`src/rtl/step_dir_decoder.sv`:
```
// Receive-side STEP/DIR decoder: synchronizes an external step/dir pair, tracks a 24-bit wrapping position,
// measures step period and flags DIR setup violations. Define STEP_DIR_GLITCH_FILTER_EN to enable the STEP pulse-width filter.
module step_dir_decoder #(
    parameter int MIN_PULSE    = 50,
    parameter int DIR_SETUP    = 8,
    parameter int IDLE_TIMEOUT = 2_000_000
) (
    input  logic        clk,
    input  logic        reset,
    input  logic        step_in,
    input  logic        dir_in,
    input  logic        pos_load,
    input  logic [23:0] pos_value,
    input  logic        clear_err,
    output logic [23:0] position,
    output logic        step_stb,
    output logic [23:0] step_period,
    output logic        period_valid,
    output logic        moving,
    output logic [7:0]  glitch_count,
    output logic        dir_err
);

    localparam int AGE_W = (DIR_SETUP < 1) ? 1 : $clog2(DIR_SETUP + 1);
    localparam logic [AGE_W-1:0] AGE_MAX = AGE_W'(DIR_SETUP);
    localparam logic [23:0] TIMEOUT = 24'(IDLE_TIMEOUT);

`ifdef STEP_DIR_GLITCH_FILTER_EN
    localparam int HI_W = (MIN_PULSE < 2) ? 1 : $clog2(MIN_PULSE + 1);
    localparam logic [HI_W-1:0] HI_LAST = HI_W'(MIN_PULSE - 1);

    typedef enum logic [1:0] {
        IDLE     = 2'd0,
        QUAL     = 2'd1,
        WAIT_LOW = 2'd2
    } state_t;

    logic [HI_W-1:0] hi_cnt, hi_nxt;
    logic            glitch;
`else
    typedef enum logic [1:0] {
        IDLE     = 2'd0,
        WAIT_LOW = 2'd2
    } state_t;
`endif

    state_t state, state_nxt;

    logic             step_s1, step_s, step_prev;
    logic             dir_s1, dir_s, dir_prev;
    logic [1:0]       fill;
    logic             armed;
    logic             rise;
    logic             dir_lat;
    logic             step_dir;
    logic [AGE_W-1:0] dir_age_q, dir_age;
    logic             dir_viol;
    logic             accept;
    logic [23:0]      per_cnt;
    logic             have_first;

    // Edges are only trusted once the synchronizer has refilled after reset and STEP has been
    // seen low, so a pulse held across reset is never counted.
    always_ff @(posedge clk) begin
        if (reset) begin
            step_s1   <= 1'b0;
            step_s    <= 1'b0;
            step_prev <= 1'b0;
            dir_s1    <= 1'b0;
            dir_s     <= 1'b0;
            dir_prev  <= 1'b0;
            fill      <= 2'd0;
            armed     <= 1'b0;
        end else begin
            step_s1   <= step_in;
            step_s    <= step_s1;
            step_prev <= step_s;
            dir_s1    <= dir_in;
            dir_s     <= dir_s1;
            dir_prev  <= dir_s;
            if (fill != 2'd2) fill <= fill + 2'd1;
            if (fill == 2'd2 && !step_s) armed <= 1'b1;
        end
    end

    assign rise     = step_s & ~step_prev & armed;
    assign dir_age  = (dir_s != dir_prev) ? '0 : dir_age_q;
    assign dir_viol = rise && (dir_age < AGE_MAX);
    assign step_dir = rise ? dir_s : dir_lat;

    always_comb begin
        state_nxt = state;
        accept    = 1'b0;
`ifdef STEP_DIR_GLITCH_FILTER_EN
        hi_nxt    = hi_cnt;
        glitch    = 1'b0;
`endif
        case (state)
            IDLE: begin
                if (rise) begin
`ifdef STEP_DIR_GLITCH_FILTER_EN
                    if (MIN_PULSE <= 1) begin
                        accept    = 1'b1;
                        state_nxt = WAIT_LOW;
                    end else begin
                        hi_nxt    = HI_W'(1);
                        state_nxt = QUAL;
                    end
`else
                    accept    = 1'b1;
                    state_nxt = WAIT_LOW;
`endif
                end
            end
`ifdef STEP_DIR_GLITCH_FILTER_EN
            QUAL: begin
                if (!step_s) begin
                    glitch    = 1'b1;
                    state_nxt = IDLE;
                end else if (hi_cnt == HI_LAST) begin
                    accept    = 1'b1;
                    state_nxt = WAIT_LOW;
                end else begin
                    hi_nxt = hi_cnt + HI_W'(1);
                end
            end
`endif
            WAIT_LOW: begin
                if (!step_s) state_nxt = IDLE;
            end
            default: state_nxt = IDLE;
        endcase
    end

    always_ff @(posedge clk) begin
        if (reset) begin
            state        <= IDLE;
            dir_lat      <= 1'b0;
            dir_age_q    <= '0;
            position     <= 24'd0;
            step_stb     <= 1'b0;
            step_period  <= 24'd0;
            period_valid <= 1'b0;
            moving       <= 1'b0;
            per_cnt      <= 24'd0;
            have_first   <= 1'b0;
            dir_err      <= 1'b0;
        end else begin
            state    <= state_nxt;
            step_stb <= accept;
            if (rise) dir_lat <= dir_s;
            dir_age_q <= (dir_age < AGE_MAX) ? dir_age + AGE_W'(1) : AGE_MAX;

            if (pos_load)    position <= pos_value;
            else if (accept) position <= step_dir ? position - 24'd1 : position + 24'd1;

            if (accept)                per_cnt <= 24'd1;
            else if (per_cnt != '1)    per_cnt <= per_cnt + 24'd1;

            // The first accept after reset or an idle timeout only starts the period counter.
            if (accept) begin
                moving     <= 1'b1;
                have_first <= 1'b1;
                if (have_first) begin
                    step_period  <= per_cnt;
                    period_valid <= 1'b1;
                end
            end else if (per_cnt >= TIMEOUT) begin
                moving       <= 1'b0;
                period_valid <= 1'b0;
                have_first   <= 1'b0;
            end

            if (dir_viol)       dir_err <= 1'b1;
            else if (clear_err) dir_err <= 1'b0;
        end
    end

`ifdef STEP_DIR_GLITCH_FILTER_EN
    always_ff @(posedge clk) begin
        if (reset) begin
            hi_cnt       <= '0;
            glitch_count <= 8'd0;
        end else begin
            hi_cnt <= hi_nxt;
            if (glitch) begin
                if (clear_err)                  glitch_count <= 8'd1;
                else if (glitch_count != 8'hFF) glitch_count <= glitch_count + 8'd1;
            end else if (clear_err) begin
                glitch_count <= 8'd0;
            end
        end
    end
`else
    assign glitch_count = 8'd0;
`endif

endmodule

```
`config.mk`:
```
export PLATFORM = sky130hd
export DESIGN_NAME = step_dir_decoder
export DESIGN_NICKNAME = d
export VERILOG_FILES = /design/src/rtl/step_dir_decoder.sv
export SDC_FILE = /design/constraint.sdc
export NUM_CORES = 1
export LEC_CHECK = 0
export CORE_MARGIN = 2
export CORE_UTILIZATION = 45
export CTS_BUF_LIST = sky130_fd_sc_hd__clkbuf_4 sky130_fd_sc_hd__clkbuf_8
export CTS_CLUSTER_DIAMETER = 100
export CTS_CLUSTER_SIZE = 30
export DETAILED_ROUTE_END_ITERATION = 6
export PLACE_DENSITY = 0.68
export SYNTH_ARGS = -nofsm -noshare
export SYNTH_HDL_FRONTEND = slang
export SYNTH_SLANG_ARGS = --single-unit
```
`constraint.sdc`:
```
create_clock -name clk -period 3.6 [get_ports clk]
set_input_delay 0.36 -clock clk [delete_from_list [all_inputs] [get_ports clk]]
set_output_delay 0.36 -clock clk [all_outputs]
set_load 0.005 [all_outputs]
```
==> out/summary.log <==
[status] outcome finished clean
[floorplan] total core area 10800 sq um
[min_path] worst min-delay path category in2reg
[min_path] Hold Path Stages 3
[worst_setup_path] crit path DAT 3570 ps
[power_and_ir_drop] Total Power 2.09 mW
[synthesis] number of warnings reported in the yosys synthesis log 0
[routing] drt drc 0
[place] gpl congestion 0.879
[cts] maximum level of the CTS H-tree 3
[final_layout] area overhead of the layout relative to synthesis 22.0%
[grt] grt ovf 0
[timing] tightest slew margin relative to the limit 43.5%
[synthesis] post-synthesis average cell area 8.06 sq um
[floorplan] starting density of the core 45.8%
[cts] clock buffer count from CTS 9
[floorplan] die extent in y 109 um
[grt] initial antenna violation count 0
[worst_setup_path] category of the worst setup path capture point flip-flop
[timing] period utilization 91.0%
[floorplan] site row count 38
[routing] first-iteration detailed-routing DRC count 204
[cts] post-cts gate resize count 0
[place] Post-Place Setup Slack 382 ps
[worst_setup_path] worst r2r path cells 11
[routing] routed length per placed instance 14.4 um
[synthesis] Post-Syn Instances 614
[timing] worst-case setup margin in the final layout 325 ps
[timing] final hold slack 452 ps
[final_layout] fraction of layout cells with a size suffix above 1 5.22%
[timing] minimum clock period after layout 3280 ps
[cts] buffer cell driving the clock tree root clkbuf_8
[grt] number of global-route vias before repair 4092
[cts] Clock Sink Count 91
[final_layout] most frequent standard cell in the layout excluding fill and tap cells nand2_1
[power_and_ir_drop] leakage power summed over all cells 2.37 nW
[synthesis] number of synthesized register bits 91
[cts] clock tree from TritonCTS yes
[worst_setup_path] Critical Path RT 3890 ps
[place] DP Wirelength 8550 um
[final_layout] total number of nets in the final design 745
[timing] final hold vios 0
[timing] unrepaired setup endpoints after global routing false
[timing] max-slew violation count 0
[flow_run] total of max-cap violations 0
[synthesis] number of synthesized flops with an enable pin 0
[cts] clock latency at the later pin of the worst-skew pair 370 ps
[cts] number of buffers added to fix hold violations after cts 0
[timing] Worst Skew 13.3 ps
[timing] transition time at the pin with the least slew margin 847 ps
[worst_setup_path] Max Fanout on Critical Path 22
[synthesis] ys flop type dfxtp_1
[synthesis] mapped cell area 4950 sq um
[place] number of buffer cells added on primary ports 81
[grt] largest net degree at the start of global routing 66
[synthesis] Async SR Flop Fraction 0%
[floorplan] die extent in x 109 um
[floorplan] Ports 90
[cts] number of buffers added for setup after CTS 0
[worst_setup_path] critical path depth in cells 11
[floorplan] die area 11800 sq um
[routing] via/cell ratio 5.33
[timing] summed negative setup slack over all endpoints 0 ps
[cts] register clock-pin slew on the reported worst setup and hold paths 100 ps
[timing] # setup viols final 0
[worst_setup_path] buffers plus inverters on the worst setup path 2
[power_and_ir_drop] largest voltage drop on the vdd net 190 uV
[final_layout] commonest cells after routing, fill and taps aside nand2_1, dfxtp_1, clkdlybuf4s50_1
[synthesis] sequential area share after synthesis 36.8%
[cts] CTS max path bufs 2
[power_and_ir_drop] ratio of total power to cell area 347 nW/um^2
[routing] router iterations before antenna repair 4
[routing] number of antenna-violating nets in the routed design 0
[routing] final wirelength 11900 um
[grt] first-pass GRT wire length 19600 um
[routing] count of vias placed by the detailed router 4420
[worst_setup_path] cells traversed along the worst timing path nand3b_1 -> mux2i_1 -> inv_1 -> buf_4 -> ha_1 -> a21oi_1 -> o21ai_0 -> a311oi_2 -> o221ai_2 -> a2111o_1 -> o221ai_1
[synthesis] number of unique standard cell types used by synthesis 65
[worst_setup_path] classification of the worst setup path reg2reg
[worst_setup_path] nature of the critical path startpoint flip-flop
[timing] Achievable Freq 305 MHz
[worst_setup_path] slowest library cell on the worst path a311oi_2
[worst_setup_path] largest stage delay on the critical path 530 ps
[final_layout] Util after Layout 55.9%
[worst_setup_path] Crit path max-delay family compound AO/OA/AOI/OAI gates
[grt] GRT Overall Usage 20.7%
[final_layout] Inserted Diodes 0
## cells by family after synthesis
group	Yosys count	share of synthesized area (%)
buf+inv	49	4.76
xor+xnor	40	7.08
fa+ha+maj	30	7.74
simple gates	239	22.4
flops	91	36.8
mux	5	1.01
compound gates	159	20.1
other cells	1	0.0758
## area by class of cell
type | count | area, sq um
Inverter | 14 | 52.6
Tap cell | 140 | 175
Clock buffer | 9 | 124
Multi-Input combinational cell | 481 | 2920
Sequential cell | 91 | 1820
Clock inverter | 7 | 87.6
Fill cell | 1010 | 4760
Timing Repair Buffer | 88 | 858
## cells in the mapped netlist, types with 3 or more instances
| cell | n | area [sq um] |
|---|---|---|
| clkbuf_1 | 17 | 63.8 |
| xor2_1 | 27 | 236 |
| a31oi_1 | 5 | 31.3 |
| nand4_1 | 9 | 56.3 |
| nand2_1 | 96 | 360 |
| o22ai_1 | 6 | 37.5 |
| nor3b_1 | 3 | 22.5 |
| buf_4 | 8 | 60.1 |
| o21a_1 | 8 | 60.1 |
| and4_1 | 3 | 26.3 |
| and3_1 | 4 | 25.0 |
| ha_1 | 29 | 363 |
| a21oi_1 | 79 | 395 |
| buf_2 | 6 | 30.0 |
| a211oi_1 | 11 | 82.6 |
| a221oi_1 | 3 | 26.3 |
| nor2b_1 | 7 | 43.8 |
| nor2_1 | 71 | 267 |
| mux2i_1 | 5 | 50.1 |
| and2_1 | 5 | 31.3 |
| nor3_1 | 12 | 60.1 |
| a21o_1 | 6 | 45.0 |
| dfxtp_1 | 91 | 1820 |
| nand3_1 | 13 | 65.1 |
| o21ai_0 | 14 | 70.1 |
| xnor2_1 | 13 | 114 |
| inv_1 | 14 | 52.6 |
## through the flow
stage / area, sq um / std cells
after global placement: 5820 / 814
after CTS: 6030 / 830
after detailed placement: 5820 / 814
final: 6030 / 830
after global routing: 6030 / 830
after floorplan: 4970 / 621
## state kept, by name (all words and copies together) (netlist names)
name and cells:
step_prev 1, step_s 1, dir_s1 1, armed 1, dir_s 1, dir_lat 1
fill 2, step_period 24, state 1, have_first 1, step_stb 1, position 24
dir_err 1, period_valid 1, dir_prev 1, per_cnt 24, step_s1 1, dir_age_q 4
## path summary, 6_finish.rpt
kind                                                  end                  from  slack, ps
worst max-delay path            position[23]$_SDFFE_PP0P_  step_prev$_SDFF_PP0_        320
worst min-delay path              dir_age_q[1]$_SDFF_PP0_                 reset        450
worst max register to register  position[23]$_SDFFE_PP0P_  step_prev$_SDFF_PP0_        320
worst min register to register           dir_s$_SDFF_PP0_     dir_s1$_SDFF_PP0_        450
## tightest hold or removal path, delay by kind of cell
family,cells,cell delay [ps]
buffers and inverters,2,220
AND/OR/NAND/NOR,1,180
## routing by layer
| layer | track usage, % | routed length, um | up-vias |
|---|---|---|---|
| met2 | 34.2 | 5460 | 85 |
| met1 | 27.7 | 5860 | 2048 |
| met4 | 5.68 | 152 | 0 |
| met5 | 0 | 0 | - |
| met3 | 4.06 | 450 | 13 |
| li1 | - | - | 2274 |
## report_power, final
part	switching, mW	leakage (nW)	total [mW]	internal, mW
logic	0.140	1.53	0.277	0.136
registers	0.0339	0.741	1.08	1.05
clock network	0.402	0.0992	0.735	0.333
(Power assumes the default switching activity.)
